File: src/rtl/spw_pio_fifo_bridge.sv
// rtl/spw_pio_fifo_bridge.sv - Nios PIO to SpaceWire codec host-interface bridge
//
// Purpose:
//   Turns level-driven software strobes (pio_wr_data, pio_rd_data, pio_tick_in)
//   into single-cycle codec handshakes. TX characters are queued in a
//   2**TXFIFO_AW entry FIFO, one RX character is held until software releases
//   it, and time-codes are forwarded in both directions.
//
// Optional feature (macro SPW_BRIDGE_ERRCNT_EN):
//   Adds err_count, a saturating count of dropped TX pushes and of RX releases
//   requested while nothing is held. Cleared only by rst.
//
// Ports:
//   clk, rst                    clock, synchronous active-high reset
//   pio_data_i [8:0]            TX char {flag, data} from software
//   pio_wr_data                 TX strobe level (rising edge pushes)
//   pio_tx_full                 TX FIFO full
//   pio_data_o [8:0]            held RX char {flag, data}
//   pio_rd_data                 RX ack level (rising edge releases)
//   pio_rx_empty                no RX char held
//   pio_time_in [7:0]           time-code to send
//   pio_tick_in                 send request level (rising edge)
//   pio_time_out [7:0]          last received time-code
//   pio_tick_out                toggles per received time-code
//   spw_txwrite/txflag/txdata   codec TX request and FIFO head
//   spw_txrdy                   codec TX accept
//   spw_rxvalid/rxflag/rxdata   codec RX char
//   spw_rxread                  codec RX pop
//   spw_tick_in, spw_time_in    time-code send pulse and value
//   spw_tick_out, spw_time_out  received time-code pulse and value
//   err_count [7:0]             error counter (SPW_BRIDGE_ERRCNT_EN only)

module spw_pio_fifo_bridge #(
  parameter int TXFIFO_AW = 3
) (
  input  logic       clk,
  input  logic       rst,
  input  logic [8:0] pio_data_i,
  input  logic       pio_wr_data,
  output logic       pio_tx_full,
  output logic [8:0] pio_data_o,
  input  logic       pio_rd_data,
  output logic       pio_rx_empty,
  input  logic [7:0] pio_time_in,
  input  logic       pio_tick_in,
  output logic [7:0] pio_time_out,
  output logic       pio_tick_out,
  output logic       spw_txwrite,
  output logic       spw_txflag,
  output logic [7:0] spw_txdata,
  input  logic       spw_txrdy,
  input  logic       spw_rxvalid,
  input  logic       spw_rxflag,
  input  logic [7:0] spw_rxdata,
  output logic       spw_rxread,
  output logic       spw_tick_in,
  output logic [7:0] spw_time_in,
  input  logic       spw_tick_out,
  input  logic [7:0] spw_time_out
`ifdef SPW_BRIDGE_ERRCNT_EN
  ,
  output logic [7:0] err_count
`endif
);

  localparam int DEPTH = 1 << TXFIFO_AW;
  localparam logic [TXFIFO_AW:0] DEPTH_C = (TXFIFO_AW + 1)'(DEPTH);

  // Edge-detect history; reset to 1 so a strobe held high through reset
  // must drop low before it can count again.
  logic wr_prev_q, rd_prev_q, tick_prev_q;
  logic wr_edge, rd_edge, tick_edge;

  assign wr_edge   = pio_wr_data & ~wr_prev_q;
  assign rd_edge   = pio_rd_data & ~rd_prev_q;
  assign tick_edge = pio_tick_in & ~tick_prev_q;

  always_ff @(posedge clk) begin
    if (rst) begin
      wr_prev_q   <= 1'b1;
      rd_prev_q   <= 1'b1;
      tick_prev_q <= 1'b1;
    end else begin
      wr_prev_q   <= pio_wr_data;
      rd_prev_q   <= pio_rd_data;
      tick_prev_q <= pio_tick_in;
    end
  end

  // ---------------------------------------------------------------- TX FIFO
  logic [8:0]           mem_q [DEPTH];
  logic [TXFIFO_AW-1:0] wptr_q, wptr_d, rptr_q, rptr_d;
  logic [TXFIFO_AW:0]   count_q, count_d;
  logic                 push, pop, fifo_full, fifo_nempty;

  assign fifo_full   = (count_q == DEPTH_C);
  assign fifo_nempty = (count_q != '0);
  // Fullness is judged before this cycle's pop, so a push into a full FIFO
  // is dropped even when the head leaves in the same cycle.
  assign push        = wr_edge & ~fifo_full;
  assign pop         = fifo_nempty & spw_txrdy;

  always_comb begin
    wptr_d  = wptr_q;
    rptr_d  = rptr_q;
    count_d = count_q;
    if (push) wptr_d = wptr_q + 1'b1;
    if (pop)  rptr_d = rptr_q + 1'b1;
    case ({push, pop})
      2'b10:   count_d = count_q + 1'b1;
      2'b01:   count_d = count_q - 1'b1;
      default: count_d = count_q;
    endcase
  end

  always_ff @(posedge clk) begin
    if (rst) begin
      wptr_q  <= '0;
      rptr_q  <= '0;
      count_q <= '0;
    end else begin
      wptr_q  <= wptr_d;
      rptr_q  <= rptr_d;
      count_q <= count_d;
    end
  end

  // Storage carries no reset; the head is masked while the FIFO is empty.
  always_ff @(posedge clk) begin
    if (push) mem_q[wptr_q] <= pio_data_i;
  end

  assign pio_tx_full               = fifo_full;
  assign spw_txwrite               = fifo_nempty;
  assign {spw_txflag, spw_txdata}  = fifo_nempty ? mem_q[rptr_q] : 9'h000;

  // ---------------------------------------------------------------- RX hold
  logic       rx_held_q, rx_held_d;
  logic [8:0] rx_data_q, rx_data_d;

  // Capture depends on the registered hold flag, so after a release the
  // next char is taken one cycle later at the earliest.
  assign spw_rxread = spw_rxvalid & ~rx_held_q;

  always_comb begin
    rx_held_d = rx_held_q;
    rx_data_d = rx_data_q;
    if (spw_rxread) begin
      rx_held_d = 1'b1;
      rx_data_d = {spw_rxflag, spw_rxdata};
    end else if (rd_edge && rx_held_q) begin
      rx_held_d = 1'b0;
    end
  end

  always_ff @(posedge clk) begin
    if (rst) begin
      rx_held_q <= 1'b0;
      rx_data_q <= '0;
    end else begin
      rx_held_q <= rx_held_d;
      rx_data_q <= rx_data_d;
    end
  end

  assign pio_data_o   = rx_data_q;
  assign pio_rx_empty = ~rx_held_q;

  // ---------------------------------------------------------------- time-codes
  logic       tick_in_q;
  logic [7:0] time_in_q, time_out_q;
  logic       tick_out_q;

  always_ff @(posedge clk) begin
    if (rst) begin
      tick_in_q  <= 1'b0;
      time_in_q  <= '0;
      time_out_q <= '0;
      tick_out_q <= 1'b0;
    end else begin
      tick_in_q <= tick_edge;
      if (tick_edge) time_in_q <= pio_time_in;
      if (spw_tick_out) begin
        time_out_q <= spw_time_out;
        tick_out_q <= ~tick_out_q;
      end
    end
  end

  assign spw_tick_in  = tick_in_q;
  assign spw_time_in  = time_in_q;
  assign pio_time_out = time_out_q;
  assign pio_tick_out = tick_out_q;

`ifdef SPW_BRIDGE_ERRCNT_EN
  // ---------------------------------------------------------------- errors
  logic       drop, rd_err;
  logic [7:0] err_q, err_d;
  logic [8:0] err_sum;

  assign drop    = wr_edge & fifo_full;
  assign rd_err  = rd_edge & ~rx_held_q;
  assign err_sum = {1'b0, err_q} + 9'(drop) + 9'(rd_err);
  assign err_d   = err_sum[8] ? 8'hFF : err_sum[7:0];

  always_ff @(posedge clk) begin
    if (rst) err_q <= '0;
    else     err_q <= err_d;
  end

  assign err_count = err_q;
`endif

endmodule

File: config.mk
export PLATFORM = sky130hd
export DESIGN_NAME = spw_pio_fifo_bridge
export DESIGN_NICKNAME = d
export VERILOG_FILES = /design/src/rtl/spw_pio_fifo_bridge.sv
export SDC_FILE = /design/constraint.sdc
export NUM_CORES = 1
export LEC_CHECK = 0
export ABC_CLOCK_PERIOD_IN_PS = 5500
export BUFFER_PORTS_ARGS = -buffer_cell sky130_fd_sc_hd__buf_2
export CORE_UTILIZATION = 59
export DETAILED_ROUTE_END_ITERATION = 6
export PLACE_DENSITY = 0.88
export SETUP_SLACK_MARGIN = 0.4
export SLEW_MARGIN = 20
export SYNTH_ARGS = -nofsm -noshare
export SYNTH_HDL_FRONTEND = slang
export SYNTH_SLANG_ARGS = --single-unit
File: constraint.sdc
create_clock -name clk -period 5.5 [get_ports clk]
set_input_delay 0.825 -clock clk [delete_from_list [all_inputs] [get_ports clk]]
set_output_delay 0.825 -clock clk [all_outputs]
set_load 0.02 [all_outputs]
==> results.sh, run 1 <==
export IMPL_status="finished clean"
export IMPL_via_per_inst=5.506
export IMPL_gp_congestion=0.8028
export IMPL_leakage_nw=2.164
export IMPL_yosysTopAreaCellShare_pct=48.15
export IMPL_diodes=0
export IMPL_grt_pass1_vias=2850
export IMPL_crit_arrival_ns=2.56
export IMPL_final_layout_size_suffix_gt1_share_pct=35.70
export IMPL_multi_input_area_um2=1343
export IMPL_place_hpwl_um=5683
export IMPL_slew_headroom_pct=38.05
export IMPL_worst_pin_slew_ns=0.9242
export IMPL_synth_seq_cells=116
export IMPL_yosysMostFrequentCell="edfxtp_1"
export IMPL_die_w_um=89.24
export IMPL_nets=443
export IMPL_yosys_area_top_type="edfxtp_1"
export IMPL_fin_crit_sh_pct=61.48
export IMPL_htree_levels=4
export IMPL_dr_pass1_iters=4
export IMPL_finalHoldViolations=0
export IMPL_fp_row_count=31
export IMPL_area_delta_synth_final_pct=23.96
export IMPL_ys_flop_type="edfxtp_1"
export IMPL_io_pins=82
export IMPL_synth_area_leaders="edfxtp_1 48%, dfxtp_1 20%, mux4_2 9.0%"
export IMPL_grt_max_degree=44
export IMPL_cts_tree="built"
export IMPL_cpPeakStageDelay_ns=0.72
export IMPL_synth_area_um2=4491
export IMPL_grt_use_total_pct=25.36
export IMPL_totalWireLength_um=9037
export IMPL_worst_setup_path_end_kind="primary output"
export IMPL_drv_slew=0
export IMPL_route_vias_total=2797
export IMPL_whs_ns=0.4577
export IMPL_wl_per_cell_um=17.79
export IMPL_antenna_left=0
export IMPL_clock_latency_ns=0.51
export IMPL_power_mw=2.463
export IMPL_cp_cell_sequence="buf_4, mux4_2, mux2i_1, nor2_1, buf_2"
export IMPL_drc=0
export IMPL_synth_cell_types=39
export IMPL_post_cts_buffers=0
export IMPL_grt_overflow_total=0
export IMPL_powerDensity_nw_per_um2=442.5
export IMPL_antenna_found_initial=0
export IMPL_cp_start_kind="flop"
export IMPL_clock_skew_ns=0.007507
export IMPL_finalSetupTns_ns=0
export IMPL_clock_path_buffers=2
export IMPL_cts_resized=0
export IMPL_fmax_mhz=295.7
export IMPL_drt_iter0_drc=151
export IMPL_finalNonFillerCells=508
export IMPL_synth_warnings=0
export IMPL_cts_hold_buf=0
export IMPL_cts_buffers=17
export IMPL_start_util_pct=61.58
export IMPL_finalSetupViolCount=0
export IMPL_hold_class="reg -> reg"
export IMPL_die_h_um=89.24
export IMPL_synth_edff_count=72
export IMPL_drv_cap=0
export IMPL_cts_sinks=116
export IMPL_required_ns=4.68
export IMPL_critPathKind="reg -> out"
export IMPL_rsz0062_at_grt="no"
export IMPL_synthTopCellsByCount="72 x edfxtp_1, 44 x dfxtp_1, 36 x nand2_1, 32 x nor2_1, 21 x a21oi_1"
export IMPL_synthesis_instances=308
export IMPL_synthArstFlopShare_pct=0
export IMPL_ir_worst_vdd_mv=0.2741
export IMPL_period_needed_ns=3.382
export IMPL_syn_nets=355
export IMPL_clk_pin_slew_ns=0.06
export IMPL_fill_cells=459
export IMPL_ff_latch_area_um2=3043
export IMPL_cp_max_fo=10
export IMPL_utilization_pct=76.34
export IMPL_synth_avg_cell_area_um2=14.58
export IMPL_cts_root_buf="clkbuf_8"
export IMPL_dieArea_um2=7964
export IMPL_core_area_um2=7292
export IMPL_grt_pass1_wl_um=14060
export IMPL_yosysSeqAreaShare_pct=67.76
export IMPL_place_inst=476
export IMPL_crit_slowest_cell="dfxtp_1"
export IMPL_port_buffers=81
[cells by family (layout without fill, tap and decap cells)]
logic type | after synthesis | in the layout | share of synthesized area (%)
AOI/OAI and AO/OA | 25 | 25 | 2.898
xor gates and xnor gates | 8 | 8 | 1.728
adders and majority gates | 5 | 5 | 1.393
buffers and inverters | 22 | 123 | 2.479
DFF | 116 | 116 | 67.76
muxes | 39 | 39 | 13.74
and+or+nand+nor | 93 | 93 | 10.00
[routing by layer]
metal	vias up	wire length [um]	part of all wire, %	track usage (%)
met1	1381	3569	39	29.74
met5	-	0	0	0
met4	0	130	1.4	11.69
met2	110	4877	54	44.00
li1	1290	-	-	-
met3	16	459	5.1	6.556
[registers in the layout, summed over array words and instances (netlist names), 3 cells and up, named ones only]
signal,count
spw_time_in,8
pio_time_out,8
count_q,4
pio_data_o,9
mem_q,72
wptr_q,3
rptr_q,3
[where the power goes]
part	internal [mW]	switching, mW	leakage [nW]
sequential	0.955	0.0427	1.01
combinational	0.170	0.239	0.856
clock	0.692	0.365	0.299
total	1.82	0.647	2.16
[area by class of cell]
| type | instances | share of cell area, % |
|---|---|---|
| inverter | 5 | 0.3372 |
| multi-input combinational | 170 | 24.12 |
| timing repair buffer | 86 | 7.957 |
| clock inverter | 6 | 0.6069 |
| clock buffer | 26 | 10.09 |
| sequential | 116 | 54.66 |
| tap | 99 | 2.225 |
[placed cells by master, fill, tap and decap left out, types with 4 or more instances in the layout]
cell type,netlist,final
clkinv_2,0,4
ha_1,5,5
edfxtp_1,72,72
buf_4,1,5
clkbuf_8,0,6
mux4_2,18,18
clkbuf_16,0,19
a21oi_1,21,21
buf_2,1,81
nand2_1,36,36
dfxtp_1,44,44
mux2i_1,20,20
xor2_1,5,5
nor2_1,32,32
[worst max-delay path, delay by kind of cell, from the launching register on]
kind	cells	cell delay, ns
muxes	2	0.71
buffers and inverters	2	0.54
DFF	1	0.72
and+or+nand+nor	1	0.06
[per-stage QoR]
step	area [um2]	worst slack, ns
floorplan	4491	2.866
global placement	4971	2.659
detailed placement	4971	2.594
CTS	5567	2.051
global route	5567	1.928
finish	5567	2.118
[final timing paths]
check | start | endpoint | slack (ns) | depth (start not counted)
worst max-delay path | flop | spw_txdata[2] | 2.12 | 5
worst min-delay path | pio_data_o[6]$_SDFFE_PP0P_ | pio_data_o[6]$_SDFFE_PP0P_ | 0.46 | 2
worst max register to register | count_q[0]$_SDFFE_PP0P_ | count_q[3]$_SDFFE_PP0P_ | 2.59 | 7
worst min register to register | pio_data_o[6]$_SDFFE_PP0P_ | pio_data_o[6]$_SDFFE_PP0P_ | 0.46 | 2
Power figures use the tool's default switching activity.
==> inputs of run 2 (changes only) <==
--- a/config.mk
+++ b/config.mk
@@ -5,11 +5,11 @@
 export SDC_FILE = /design/constraint.sdc
 export NUM_CORES = 1
 export LEC_CHECK = 0
-export ABC_CLOCK_PERIOD_IN_PS = 5500
+export ABC_CLOCK_PERIOD_IN_PS = 3500
 export BUFFER_PORTS_ARGS = -buffer_cell sky130_fd_sc_hd__buf_2
-export CORE_UTILIZATION = 59
+export CORE_UTILIZATION = 55
 export DETAILED_ROUTE_END_ITERATION = 6
-export PLACE_DENSITY = 0.88
+export PLACE_DENSITY = 0.83
 export SETUP_SLACK_MARGIN = 0.4
 export SLEW_MARGIN = 20
 export SYNTH_ARGS = -nofsm -noshare
==> constraint.sdc (replaced) <==
create_clock -name clk -period 3.5 [get_ports clk]
set_input_delay 0.525 -clock clk [delete_from_list [all_inputs] [get_ports clk]]
set_output_delay 0.525 -clock clk [all_outputs]
set_load 0.02 [all_outputs]
==> run 2 against run 1 <==
Sequential power rose by 56%. Combinational power rose by 62%. Critical path depth fell by 1. Via count fell by 1.6%. Largest cell class unchanged.
==> results.sh, run 2 (synthesized netlist as in run 1, its figures left out) <==
export IMPL_status="finished clean"
export IMPL_dieArea_um2=8530
export IMPL_port_buffers=81
export IMPL_worst_setup_path_end_kind="primary output"
export IMPL_drv_slew=0
export IMPL_cts_tree="built"
export IMPL_clock_skew_ns=0.005836
export IMPL_cp_max_fo=18
export IMPL_min_to="rd_prev_q$_SDFF_PP1_"
export IMPL_final_common_cell="buf_2"
export IMPL_final_layout_size_suffix_gt1_share_pct=35.37
export IMPL_crit_arrival_ns=2.30
export IMPL_worst_pin_slew_ns=0.9241
export IMPL_drv_cap=0
export IMPL_grt_pass1_vias=2851
export IMPL_die_w_um=92.36
export IMPL_gp_congestion=0.7551
export IMPL_diodes=0
export IMPL_cts_buffers=17
export IMPL_hold_depth=2
export IMPL_drt_iter0_drc=138
export IMPL_utilization_pct=71.14
export IMPL_grt_max_degree=44
export IMPL_htree_levels=4
export IMPL_r2r_start="count_q[1]$_SDFFE_PP0P_"
export IMPL_leakage_nw=2.151
export IMPL_grt_use_total_pct=22.89
export IMPL_antenna_left=0
export IMPL_finalHoldViolations=0
export IMPL_ir_worst_vdd_mv=0.4742
export IMPL_fp_row_count=32
export IMPL_totalWireLength_um=8795
export IMPL_required_ns=2.97
export IMPL_die_h_um=92.36
export IMPL_r2r_cells=9
export IMPL_critPathKind="reg -> out"
export IMPL_cts_hold_buf=0
export IMPL_clock_path_buffers=2
export IMPL_wl_per_cell_um=17.18
export IMPL_min_delay_start="pio_rd_data"
export IMPL_grt_pass1_wl_um=14080
export IMPL_finalSetupViolCount=0
export IMPL_timing_rr_end="count_q[2]$_SDFFE_PP0P_"
export IMPL_grt_overflow_total=0
export IMPL_start_util_pct=57.52
export IMPL_period_needed_ns=2.824
export IMPL_dr_pass1_iters=4
export IMPL_route_vias_total=2753
export IMPL_cts_sinks=116
export IMPL_core_area_um2=7807
export IMPL_clk_pin_slew_ns=0.06
export IMPL_cp_start_kind="flop"
export IMPL_place_inst=480
export IMPL_cts_root_buf="clkbuf_8"
export IMPL_powerDensity_nw_per_um2=700.4
export IMPL_place_hpwl_um=5403
export IMPL_post_cts_buffers=0
export IMPL_antenna_found_initial=0
export IMPL_finalSetupTns_ns=0
export IMPL_area_delta_synth_final_pct=23.68
export IMPL_clock_latency_ns=0.51
export IMPL_most_common_layout_cells="81 x buf_2, 72 x edfxtp_1, 44 x dfxtp_1"
export IMPL_slew_headroom_pct=38.31
export IMPL_largest_reg_flops=72
export IMPL_via_per_inst=5.377
export IMPL_rsz0062_at_grt="no"
export IMPL_fin_crit_sh_pct=80.70
export IMPL_drc=0
export IMPL_power_mw=3.890
export IMPL_finalNonFillerCells=512
export IMPL_cts_resized=0
export IMPL_io_pins=82
export IMPL_hold_class="in -> reg"
export IMPL_reg2reg_slack_ns=0.81
export IMPL_top_register="mem_q"
export IMPL_fmax_mhz=354.1
export IMPL_nets=444
[run 2: cell count changes in the layout (fill, tap and decap cells not counted), moves of 2 or more]
cell | previous run | this run
bufinv_16 | 0 | 3
clkbuf_16 | 19 | 16
clkbuf_8 | 6 | 1
clkinv_1 | 1 | 3
clkinv_4 | 0 | 2
[run 2: cell type report]
type / count / area [um2]
Timing Repair Buffer: 87 / 450.4
Fill cell: 519 / 2253
Multi-Input combinational cell: 170 / 1336
Inverter: 5 / 18.77
Clock inverter: 15 / 163.9
Sequential cell: 116 / 3043
Tap cell: 102 / 127.6
Clock buffer: 17 / 414.1
[run 2: worst max-delay path by stage]
stage | start | end | slack [ns] | cells after the start
global route | flop | spw_txdata[5] | 0.55 | 4
detailed placement | count_q[1]$_SDFFE_PP0P_ | count_q[2]$_SDFFE_PP0P_ | 0.85 | 9
CTS | flop | spw_txdata[5] | 0.65 | 4
finish | flop | spw_txdata[5] | 0.68 | 4
global placement | pio_wr_data | count_q[3]$_SDFFE_PP0P_ | 0.96 | 6
floorplan | count_q[0]$_SDFFE_PP0P_ | count_q[3]$_SDFFE_PP0P_ | 0.93 | 8
[run 2: report_power, final]
part	total (mW)	switching, mW	internal, mW
clock	1.67	0.596	1.07
sequential	1.56	0.0575	1.50
combinational	0.662	0.382	0.280
[run 2: through the flow]
stage               worst slack [ns]  hold WS (ns)  instance area, um2
floorplan                     0.9271        0.4542                4491
global placement              0.9588        0.4391                4976
detailed placement            0.8509        0.4446                4976
CTS                           0.6457        0.2086                5554
global route                  0.5452        0.2041                5554
finish                        0.6756        0.2245                5554
[run 2: metal layers]
metal  track usage (%)  vias up  part of all wire (%)
met5                 0        -                     0
met4             7.552        0                   1.4
met3             8.046       13                   4.4
met2             40.00       91                    53
met1             26.12     1352                    41
li1                  -     1297                     -
[run 2: worst max-delay path, stage by stage (launching register included)]
cell     delay [ns]
dfxtp_1        0.92
mux4_2         0.43
mux2i_1        0.19
nor2_1         0.07
buf_2          0.16
